[src/rtl/a2d_spi_resp.sv]
// SPI responder modelling an 8-channel 12-bit SAR ADC: frame N selects a channel, frame N+1 returns it.
// Optional `A2D_RESP_ERRCNT_EN adds a saturating malformed-frame counter on err_cnt.
module a2d_spi_resp #(
    parameter int NUM_CH = 8,
    parameter int RES_W  = 12
) (
    input  logic                    clk,
    input  logic                    rst_n,
    input  logic                    SS_n,
    input  logic                    SCLK,
    input  logic                    MOSI,
    output logic                    MISO,
    input  logic [NUM_CH*RES_W-1:0] ch_val,
    output logic [2:0]              chnnl_dec,
    output logic                    frm_done
`ifdef A2D_RESP_ERRCNT_EN
    ,
    output logic [7:0]              err_cnt
`endif
);

    typedef enum logic [1:0] {IDLE, LOAD, SHIFT, DONE} state_t;

    state_t             state, nxt_state;
    logic [2:0]         ss_sy, sclk_sy;
    logic [1:0]         mosi_sy;
    logic [15:0]        tx_sr, rx_sr;
    logic [4:0]         bit_cnt;
    logic [RES_W-1:0]   resp, sel_val;
    logic               ss_s, mosi_s, sclk_rise, sclk_fall;
    logic               unused_bits;

    // Bits [0] are the async capture flops; [2] only feeds edge detection.
    always_ff @(posedge clk) begin
        if (!rst_n) begin
            ss_sy   <= 3'b111;
            sclk_sy <= 3'b000;
            mosi_sy <= 2'b00;
        end else begin
            ss_sy   <= {ss_sy[1:0], SS_n};
            sclk_sy <= {sclk_sy[1:0], SCLK};
            mosi_sy <= {mosi_sy[0], MOSI};
        end
    end

    assign ss_s      = ss_sy[1];
    assign mosi_s    = mosi_sy[1];
    assign sclk_rise = sclk_sy[1] & ~sclk_sy[2];
    assign sclk_fall = ~sclk_sy[1] & sclk_sy[2];

    always_ff @(posedge clk) begin
        if (!rst_n) state <= IDLE;
        else        state <= nxt_state;
    end

    // IDLE tests the SS_n level, so a fall that lands during DONE is not lost.
    always_comb begin
        nxt_state = state;
        case (state)
            IDLE:    if (!ss_s) nxt_state = LOAD;
            LOAD:    nxt_state = SHIFT;
            SHIFT:   if (ss_s) nxt_state = DONE;
            DONE:    nxt_state = IDLE;
            default: nxt_state = IDLE;
        endcase
    end

    always_comb begin
        sel_val = '0;
        for (int k = 0; k < NUM_CH; k++)
            if (rx_sr[13:11] == 3'(k)) sel_val = ch_val[k*RES_W +: RES_W];
    end

    always_ff @(posedge clk) begin
        if (!rst_n) begin
            tx_sr     <= '0;
            rx_sr     <= '0;
            bit_cnt   <= '0;
            resp      <= '0;
            chnnl_dec <= '0;
            frm_done  <= 1'b0;
`ifdef A2D_RESP_ERRCNT_EN
            err_cnt   <= '0;
`endif
        end else begin
            frm_done <= 1'b0;
            case (state)
                LOAD: begin
                    tx_sr   <= {{(16-RES_W){1'b0}}, resp};
                    bit_cnt <= '0;
                end
                SHIFT: begin
                    if (sclk_rise) begin
                        rx_sr <= {rx_sr[14:0], mosi_s};
                        if (bit_cnt != 5'd17) bit_cnt <= bit_cnt + 5'd1;
                    end
                    if (sclk_fall) tx_sr <= {tx_sr[14:0], 1'b0};
                end
                DONE: begin
                    if (bit_cnt == 5'd16) begin
                        chnnl_dec <= rx_sr[13:11];
                        resp      <= sel_val;
                        frm_done  <= 1'b1;
                    end
`ifdef A2D_RESP_ERRCNT_EN
                    else if (err_cnt != 8'hFF) begin
                        err_cnt <= err_cnt + 8'd1;
                    end
`endif
                end
                default: ;
            endcase
        end
    end

    assign MISO = (state == LOAD || state == SHIFT) ? tx_sr[15] : 1'b0;

    // Command bits outside the channel field carry no meaning.
    assign unused_bits = ^{rx_sr[15:14], rx_sr[10:0]};

endmodule

[config.mk]
export PLATFORM = sky130hd
export DESIGN_NAME = a2d_spi_resp
export DESIGN_NICKNAME = d
export VERILOG_FILES = /design/src/rtl/a2d_spi_resp.sv
export SDC_FILE = /design/constraint.sdc
export NUM_CORES = 1
export LEC_CHECK = 0
export ABC_AREA = 0
export BUFFER_PORTS_ARGS = -buffer_cell sky130_fd_sc_hd__buf_4
export CAP_MARGIN = 5
export CORE_MARGIN = 10
export CORE_UTILIZATION = 35
export CTS_CLUSTER_DIAMETER = 100
export DETAILED_ROUTE_END_ITERATION = 8
export HOLD_SLACK_MARGIN = 0.08
export PLACE_DENSITY_LB_ADDON = 0.2
export SYNTH_ARGS = -nofsm -noshare
export SYNTH_HDL_FRONTEND = slang
export SYNTH_SLANG_ARGS = --single-unit
[constraint.sdc]
create_clock -name clk -period 3.2 [get_ports clk]
set_input_delay 0.8 -clock clk [delete_from_list [all_inputs] [get_ports clk]]
set_output_delay 0.8 -clock clk [all_outputs]
set_load 0.03 [all_outputs]
==> results.md <==
* Int Pwr at 1560 uW
* Tmin final at 2.36 ns
* Register share of total power at 0.400
* Max Cap Viol at 0
* Power per cell area at 498 mW/mm^2
* Critical setup path kind: flip-flop to primary output
* Synth Register Bits at 60
* Period utilization at 0.738
* Setup-failing EPs final at 0
* F_max at 424 MHz
* Sw power at 593 uW
* Clock Sinks at 60
* Reg2Reg Capture Point: tx_sr[7]
* Syn Nets at 475
* Area share of the largest cell type after synthesis at 0.366
* CP Launch Type: flip-flop
* Share of cells above drive strength 1 at 0.286
* Min-delay src: ss_sy[0]
* EDFF count, synth at 0
* Area contributors post-synth: dfxtp_1 37%, mux2i_1 13%, nand2_1 6.5%
* Hold Path Sink: ss_sy[1]
* Cell depth of the worst flop-to-flop path at 6
* Routed wire length at 9170 microns
* Cells after synthesis at 366
* Post-synth top cells: 60 x dfxtp_1, 57 x nand2_1, 44 x mux2i_1
* Number of iterations in the first detailed-routing pass at 4
* RSZ-0062 raised after global routing: false
* FP Rows at 35
* Initial antenna violation count at 0
* Core Box Area at 0.00920 sq mm
* Fin. max-slew vios at 0
* Data arrival time at the worst-slack endpoint at 1.56 ns
* GP Congestion at 0.753
* Final Util at 0.470
* Drc violations at 0
* CTS tree: built
* Final ANT Viol Nets at 0
* Final instance area at 0.00433 sq mm
* Synth Area in Simple Gates at 0.194
* Die area at 0.0137 sq mm
* Largest family of logic cells by synthesized area: simple AND/OR/NAND/NOR gates
* Final Net Count at 566
* Required @ worst endpoint at 2.40 ns
* Htree depth at 3
* First-pass GRT wire length at 14900 microns
* # IOs at 106
* Combinational Power Share at 0.207
* Critical path capture point type: primary output
* Primary FF master, synth: dfxtp_1
* Max Root-Sink Buffers at 2
* Largest fanout on the critical path at 5
* WL/cell at 16.0 microns
* R2R Setup Slk at 0.85 ns
* Total track usage at 0.136
* Placed inst area at 0.00408 sq mm
* Fin Hold WS at 0.412 ns
* Layout area overhead at 31.8%
* Sw Ratio at 0.275
* Slew @ Worst Pin at 0.949 ns
* Num CTS Buffers at 9
* Post CTS Setup Buffer Count at 0
* Post-Synth XOR/XNOR Area at 0.00534
* Status: finished clean
* Peak VDD IR at 0.000253 V
* Clock skew at 0.0114 ns
* Die Y at 117 microns
* Starting Density at 0.357
* Fill count at 946
* First DRT Iteration DRCs at 164
* Total vias in the final route at 2971
* CTS resizes at 0
* Synth Area in Adders at 0.0305
* Final hold vios at 0
* Post-synthesis cell type count at 39
* Post-DP HPWL at 7110 microns
* Routed vias/inst at 5.18
* Compound-Gate Fraction of Synth Area at 0.185
* HP Class: flip-flop to flip-flop
* Clock root buffer master: clkbuf_8
* Relative slew slack at 0.367
* Final setup TNS at 0 ns
* Latest clock arrival within the worst-skew pair at 0.35 ns
* Sequential area share after synthesis at 0.366
* PortBufs at 105
* Most frequent cell after synthesis: dfxtp_1
* Largest net degree at the start of global routing at 40
* GR Overflow Total at 0
* Share of power burned in the clock network at 0.394
* N_diodes at 0
* Post-synthesis cell area at 0.00328 sq mm
* Ys async rst share at 0
* FF-to-FF Start: state[0]
* Pleak at 0.00177 uW
* Syn avg cell area at 8.97 sq um
* Ys Warns at 0
* Vias in the first global route at 3069
* Post-cts hold buffer count at 0
* Die X at 117 microns
* Hold path depth at 1
* Clock slew at reported path FFs at 0.08 ns
* Mux cell area share after synthesis at 0.162
* Area leader, netlist: dfxtp_1
==> worst max-delay path by stage <==
stage                  start        end
floorplan           state[0]       MISO
global placement    state[0]  tx_sr[11]
detailed placement  state[0]   tx_sr[1]
CTS                 state[0]   tx_sr[7]
global route        state[0]   tx_sr[3]
finish              state[0]       MISO
==> through the flow <==
step / worst slack, ns / cells / power, uW
after floorplan: 1.34 / 366 / 1160
after global placement: 0.951 / 557 / 1300
after detailed placement: 0.838 / 557 / 1330
after CTS: 0.814 / 573 / 2170
after global routing: 0.535 / 573 / 2270
final: 0.839 / 573 / 2160
==> power by group through the flow <==
stage	Clock, uW	Sequential, uW	Combinational [uW]
global route	907	870	497
CTS	863	861	449
global placement	0	873	429
detailed placement	0	878	448
floorplan	0	865	298
finish	848	862	445
==> placed cells by master, fill, tap and decap left out, drive strengths merged, types with 9 or more instances in the layout <==
| master | Yosys | layout |
|---|---|---|
| buf | 14 | 110 |
| nand2b | 9 | 9 |
| a21oi | 9 | 9 |
| o211a | 12 | 12 |
| nor2b | 9 | 9 |
| nand3 | 13 | 13 |
| a21boi | 16 | 16 |
| nor2 | 13 | 13 |
| clkbuf | 16 | 9 |
| nand2 | 58 | 58 |
| nand3b | 12 | 12 |
| mux2i | 44 | 44 |
| o21ai | 12 | 12 |
| dfxtp | 60 | 60 |
==> critical path, stage by stage, from the launching register on <==
cell and delay (ns):
dfxtp_1 0.39, inv_1 0.10, ha_1 0.38, and2_1 0.19, buf_4 0.16
==> per-layer routing <==
metal / part of all wire / GRT usage / vias up
met1: 0.43 / 0.157 / 1391
met5: 0 / 0 / -
met2: 0.50 / 0.231 / 78
met4: 0.011 / 0.0371 / 0
met3: 0.064 / 0.0520 / 7
li1: - / - / 1495
==> logic make-up (layout without fill, tap and decap cells) <==
kind of cell | Yosys count | count (layout)
and+or+nand+nor | 128 | 128
buffers and inverters | 36 | 132
xor gates and xnor gates | 2 | 2
muxes | 48 | 48
adders and majority gates | 8 | 8
AOI/OAI and AO/OA | 84 | 84
DFF | 60 | 60
==> final cells by class <==
| type | instances | area, sq um | area share |
|---|---|---|---|
| tap | 111 | 139 | 0.0321 |
| multi-input combinational | 270 | 1890 | 0.437 |
| timing repair buffer | 110 | 826 | 0.191 |
| clock inverter | 7 | 124 | 0.0286 |
| inverter | 6 | 22.5 | 0.00521 |
| sequential | 60 | 1200 | 0.278 |
| clock buffer | 9 | 124 | 0.0286 |
==> flip-flops by register name, indices dropped and copies added, names as in the netlist <==
| signal | cells |
|---|---|
| resp | 12 |
| ss_sy | 2 |
| state | 2 |
| frm_done | 1 |
| rx_sr | 14 |
| chnnl_dec | 3 |
| tx_sr | 16 |
| bit_cnt | 5 |
| sclk_sy | 3 |
| mosi_sy | 2 |
(Power assumes the default switching activity.)
